$ cat src/rtl/hazard_scoreboard_pkg.sv
// Shared types and encodings for the hazard/forwarding scoreboard.
package hazard_scoreboard_pkg;

  // Default geometry of the in-order pipeline
  localparam int AW_DEF    = 5;
  localparam int DEPTH_DEF = 3;

  // Storage widths of a slot; modules zero-extend their narrower
  // parameterised fields into these so one struct serves every instance.
  localparam int AW_MAX = 8;
  localparam int SW_MAX = 4;

  // Result-availability encodings for id_res_stage
  localparam int RES_EXE = 0;  // ALU result / JAL link ready in EXE register
  localparam int RES_MEM = 1;  // load data ready one stage later

  // Forward select meaning "read the register file"
  localparam int FWD_RF = 0;

  // One in-flight instruction tracked after ID
  typedef struct packed {
    logic              vld;     // slot holds a real instruction
    logic              wr;      // instruction writes the register file
    logic [AW_MAX-1:0] addr;    // destination register
    logic [SW_MAX-1:0] rs_idx;  // first slot index whose stage holds the result
  } slot_t;

endpackage

$ cat src/rtl/hazard_scoreboard_lookup.sv
// Priority search of the scoreboard for a single source operand.
// The youngest matching writer decides: forward from it when its result
// is already in its stage register, otherwise request a stall.
module hz_lookup
  import hazard_scoreboard_pkg::*;
#(
  parameter int AW    = AW_DEF,
  parameter int DEPTH = DEPTH_DEF,
  parameter int SW    = $clog2(DEPTH + 1)
) (
  input  slot_t [DEPTH-1:0] i_slots,
  input  logic              i_id_valid,
  input  logic [AW-1:0]     i_addr,
  input  logic              i_use,
  output logic [SW-1:0]     o_fwd,
  output logic              o_stall_req
);

  logic              w_live;
  logic              w_hit;
  logic [SW_MAX-1:0] w_hit_idx;
  logic [SW_MAX-1:0] w_hit_rs;

  // Register 0 and unused operands never take part in the search
  assign w_live = i_id_valid && i_use && (i_addr != '0);

  // Scan oldest to youngest so the youngest candidate overwrites the rest,
  // then turn the winner into a forward select or a stall request
  always_comb begin
    w_hit       = 1'b0;
    w_hit_idx   = '0;
    w_hit_rs    = '0;
    o_fwd       = SW'(FWD_RF);
    o_stall_req = 1'b0;
    for (int k = DEPTH - 1; k >= 0; k--) begin
      if (w_live && i_slots[k].vld && i_slots[k].wr &&
          (i_slots[k].addr == AW_MAX'(i_addr))) begin
        w_hit     = 1'b1;
        w_hit_idx = SW_MAX'(k);
        w_hit_rs  = i_slots[k].rs_idx;
      end
    end
    if (w_hit) begin
      if (w_hit_idx >= w_hit_rs) begin
        o_fwd = SW'(w_hit_idx + SW_MAX'(1));
      end else begin
        o_stall_req = 1'b1;
      end
    end
  end

endmodule

$ cat src/rtl/hazard_scoreboard.sv
// Hazard and forwarding controller: a shift register of in-flight writers
// from EXE (slot 0) to WB (slot DEPTH-1), searched combinationally for each
// ID source operand. The back end never stalls, so the slots shift every cycle.
module hazard_scoreboard
  import hazard_scoreboard_pkg::*;
#(
  parameter int AW    = AW_DEF,
  parameter int DEPTH = DEPTH_DEF,
  parameter int SW    = $clog2(DEPTH + 1),
  parameter int CW    = 16
) (
  input  logic          clk,
  input  logic          nrst,
  input  logic          id_valid,
  input  logic [AW-1:0] id_rs,
  input  logic [AW-1:0] id_rt,
  input  logic          id_use_rs,
  input  logic          id_use_rt,
  input  logic          id_wr_en,
  input  logic [AW-1:0] id_wraddr,
  input  logic [SW-1:0] id_res_stage,
  input  logic          flush,
  output logic [SW-1:0] fwd_a,
  output logic [SW-1:0] fwd_b,
  output logic          stall,
  output logic [CW-1:0] stall_cnt
);

  slot_t [DEPTH-1:0] r_slots;
  logic  [CW-1:0]    r_stall_cnt;

  logic              w_req_a;
  logic              w_req_b;
  logic              w_load;
  logic  [SW-1:0]    w_res_clamp;
  slot_t             w_new_slot;

  // Operand A search
  hz_lookup #(.AW(AW), .DEPTH(DEPTH), .SW(SW)) u_lookup_a (
    .i_slots     (r_slots),
    .i_id_valid  (id_valid),
    .i_addr      (id_rs),
    .i_use       (id_use_rs),
    .o_fwd       (fwd_a),
    .o_stall_req (w_req_a)
  );

  // Operand B search
  hz_lookup #(.AW(AW), .DEPTH(DEPTH), .SW(SW)) u_lookup_b (
    .i_slots     (r_slots),
    .i_id_valid  (id_valid),
    .i_addr      (id_rt),
    .i_use       (id_use_rt),
    .o_fwd       (fwd_b),
    .o_stall_req (w_req_b)
  );

  // A flushed instruction is dead, so it can neither stall nor enter EXE
  assign stall     = (w_req_a | w_req_b) & ~flush;
  assign w_load    = id_valid & ~stall & ~flush;
  assign stall_cnt = r_stall_cnt;

  // Results later than WB are meaningless; pin them to the last slot
  assign w_res_clamp = (id_res_stage > SW'(DEPTH - 1)) ? SW'(DEPTH - 1) : id_res_stage;

  // Build the entry that moves into EXE this cycle (bubble unless issuing)
  always_comb begin
    w_new_slot        = '0;
    w_new_slot.vld    = w_load;
    w_new_slot.wr     = w_load & id_wr_en;
    w_new_slot.addr   = AW_MAX'(id_wraddr);
    w_new_slot.rs_idx = SW_MAX'(w_res_clamp);
  end

  // Advance the pipeline image by one stage every cycle
  always_ff @(posedge clk or negedge nrst) begin
    if (!nrst) begin
      r_slots <= '0;
    end else begin
      for (int k = 1; k < DEPTH; k++) begin
        r_slots[k] <= r_slots[k-1];
      end
      r_slots[0] <= w_new_slot;
    end
  end

  // Saturating count of stall cycles
  always_ff @(posedge clk or negedge nrst) begin
    if (!nrst) begin
      r_stall_cnt <= '0;
    end else if (stall && (r_stall_cnt != '1)) begin
      r_stall_cnt <= r_stall_cnt + CW'(1);
    end
  end

endmodule

$ cat config.mk
export PLATFORM = sky130hd
export DESIGN_NAME = hazard_scoreboard
export DESIGN_NICKNAME = d
export VERILOG_FILES = /design/src/rtl/hazard_scoreboard_pkg.sv /design/src/rtl/hazard_scoreboard_lookup.sv /design/src/rtl/hazard_scoreboard.sv
export SDC_FILE = /design/constraint.sdc
export NUM_CORES = 1
export LEC_CHECK = 0
export BUFFER_PORTS_ARGS = -buffer_cell sky130_fd_sc_hd__buf_2
export CAP_MARGIN = 30
export CORE_MARGIN = 2
export CORE_UTILIZATION = 47
export CTS_BUF_LIST = sky130_fd_sc_hd__clkbuf_16
export CTS_CLUSTER_DIAMETER = 50
export DETAILED_ROUTE_END_ITERATION = 16
export PLACE_DENSITY_LB_ADDON = 0.05
export SKIP_CTS_REPAIR_TIMING = 1
export SYNTH_ARGS = -nofsm -noshare
export SYNTH_HDL_FRONTEND = slang
export SYNTH_SLANG_ARGS = --single-unit
$ cat constraint.sdc
create_clock -name clk -period 4.32 [get_ports clk]
set_input_delay 0 -clock clk [delete_from_list [all_inputs] [get_ports clk]]
set_output_delay 0 -clock clk [all_outputs]
set_load 0.02 [all_outputs]
==> impl_results.md <==
- Slew Limit Headroom: 37.6%
- Layout cells sized above 1: between 20% and 30%
- Crit path cell chain: xnor2_1 > nand4_1 > nor4_2 > o21ai_0 > mux2_2 > ha_1 > nand2b_1 > a21oi_1 > o31a_4 > nor2_1 > nor2_1 > buf_2
- Slowest stage delay, CP: 0.62 ns
- Setup_tns: 0 ns
- DRC violations left: 0
- Antenna diodes: 0
- GP Congestion: 0.810
- TritonCTS Buffers: 5
- Yosys reg bits: 43
- Post-synth top cells: 43 x dfrtp_1, 39 x xnor2_1, 12 x nand2_1
- Total wire length: 4730 um
- Crit path buf inv count: 1
- Die area: 0.00537 mm^2
- Min Tclk post-route: 3.59 ns
- CP Launch Type: flip-flop
- Setup ws final: 0.732 ns
- # port buffers: 44
- Final slew viol count: 0
- Cell Pwr Density: 309 mW/mm^2
- WL per Instance: 15.5 um
- Storage element area: roughly 0.0011 mm^2
- Iter 0 DRT Violations: 99
- Slew @ Worst Pin: 0.936 ns
- Net Sw Power: approximately 0.19 mW
- Cell depth of the worst setup path: 12
- Post-Syn Nets: 223
- Setup WS pre-CTS: 0.803 ns
- Die extent in y: 73.3 um
- Fmax: about 0.28 GHz
- Row count: 25
- Hold WC Path Type: in2reg
- Sequential share of the synthesized area: 47.7%
- Clock root buffer: clkbuf_16
- Non-filler instance count after layout: 305
- Width of the die: 73.3 um
- Top FF cell, synth: dfrtp_1
- Dominant cell type by area after synthesis: dfrtp_1
- CP Data Required Time: 4.32 ns
- Reg power frac: 50.2%
- Core ar.: about 0.0047 mm^2
- Clock skew: about 0.007 ns
- Switching Fraction: 22.3%
- # setup viols final: 0
- Outcome: completed
- CTS Buffer Depth: 2
- Via/cell ratio: 5.45
- Number of synthesized flops with an enable pin: 0
- P_int: about 0.66 mW
- Clk slew on worst S/H paths: roughly 0.06 ns
- Ys async rst share: 100%
- NumNets Final: 279
- CP most frequent cell: nor2_1
- Vias in the first global route: around 1700
- YS warnings: 0
- Placed insts: 287
- Synth area leaders: dfrtp_1 48%, xnor2_1 15%, o211ai_2 4.4%
- Leak: 1.23 nW
- CTS H-tree lvls: 2
- Util after Layout: 59.0%
- Post-synth top area share: a little under half
- Multi-input gate area: 0.00112 mm^2
- Max Cap Violations: 0
- Flop-to-flop setup slack: 0.83 ns
- Worst path arrival time: 3.59 ns
- Cells after synthesis: 194
- Mapped Area: 0.00226 mm^2
- Logic pwr share: 8.3%
- Initial antenna violation count: 0
- RSZ-0062 raised after global routing: false
- Crit path kind: reg2out
- Largest net degree at the start of global routing: 44
- GRT Overall Usage: between 10% and 20%
- Clock power frac: 41.5%
- Critical path's top delay family: simple AND/OR/NAND/NOR gates
- Distinct cells, synth: 34
- Total grt overflow: 0
- Fillers: 420
- DR vias: 1663
- Peak supply drop: approximately 0.17 mV
- Initial Util: about half
- Clock insertion delay at the later pin of the skew report: 0.28 ns
- DP HPWL: about 3500 um
- Area grow syn2layout: 21.9%
- Slowest stage cell, crit path: nor4_2
- First-pass GRT wire length: a little under 8000 um
- Crit-path max FO: 17
- Routed Antenna Nets: 0
- Hold Violations, Final: 0
- Fin Hold WS: 0.0357 ns
- Count leader, synth: dfrtp_1
- CP Capture Type: output port
- Final Cycle Share: between 80% and 90%
- Pre-antenna DRT Iters: 4
- CTS tree: yes
- Avg Cell Area, Syn: 11.6 um^2
- Worst Hold Depth: 2
- Total clock sinks: 43
- I/O pins: between 40 and 50
- Worst r2r path cells: 12
-- logic make-up after synthesis --
| kind of cell | share of synthesized area (%) |
|---|---|
| AOI/OAI and AO/OA | 11.8 |
| xor gates and xnor gates | 17.5 |
| adders and majority gates | 2.77 |
| buffers and inverters | 2.50 |
| DFF | 47.7 |
| muxes | 1.44 |
| and+or+nand+nor | 16.4 |
-- layout make-up --
cell class	count	share of cell area, %
clock inverters	3	0.546
repair buffers	57	12.5
multi-input cells	143	40.9
well taps	54	2.46
flip-flops and latches	43	39.1
clock buffers	5	4.55
-- stage by stage --
stage / instance area, um^2 / total power [mW]
floorplan: 2260 / 0.463
global placement: 2510 / 0.496
detailed placement: 2510 / 0.498
CTS: 2650 / 0.852
global route: 2750 / 0.886
finish: 2750 / 0.850
-- path summary, 6_finish.rpt --
path | start | end
setup / recovery | r_slots[20] | stall
hold / removal | id_valid | r_slots[13]
setup reg to reg | r_slots[34] | stall_cnt[3]
hold reg to reg | r_slots[12] | r_slots[26]
max in group asynchronous | nrst | r_slots[12]
min in group asynchronous | nrst | stall_cnt[0]
-- cell usage in the layout, fill, tap and decap left out, drive strengths merged --
master       instances
buf                 47
nand4                7
mux2i                1
clkbuf               5
o2111ai              6
nor4b                1
nand3b               2
o31a                 2
nand2b               4
or4                  4
nor4bb               1
o21ai                7
dlygate4sd3         10
a31o                 1
dfrtp               43
xor2                 6
nor2                 9
o211ai               8
and2                 4
ha                   5
mux2                 2
a21oi                4
nor4                 6
nor2b                1
and4                 2
clkinvlp             1
nand2               12
clkinv               2
a31oi                2
xnor2               39
and3                 7
-- metal layers --
metal / global-route usage [%] / vias to the layer above / wire, um
li1: - / 806 / -
met1: 22.8 / 810 / 1950
met2: 34.5 / 38 / 2510
met3: 5.35 / 9 / 193
met4: 6.58 / 0 / 68
met5: 0 / - / 0
-- power by group through the flow --
| stage | Clock (mW) | Combinational (mW) | Sequential [mW] |
|---|---|---|---|
| global route | 0.380 | 0.0784 | 0.428 |
| global placement | 0 | 0.0624 | 0.433 |
| detailed placement | 0 | 0.0638 | 0.434 |
| CTS | 0.361 | 0.0649 | 0.427 |
| floorplan | 0 | 0.0322 | 0.431 |
| finish | 0.352 | 0.0708 | 0.427 |
-- state kept, by name (all words and copies together) (netlist names) --
register / count
stall_cnt: 16
r_slots: 27
Note: power is estimated with default switching activity, not from simulation.
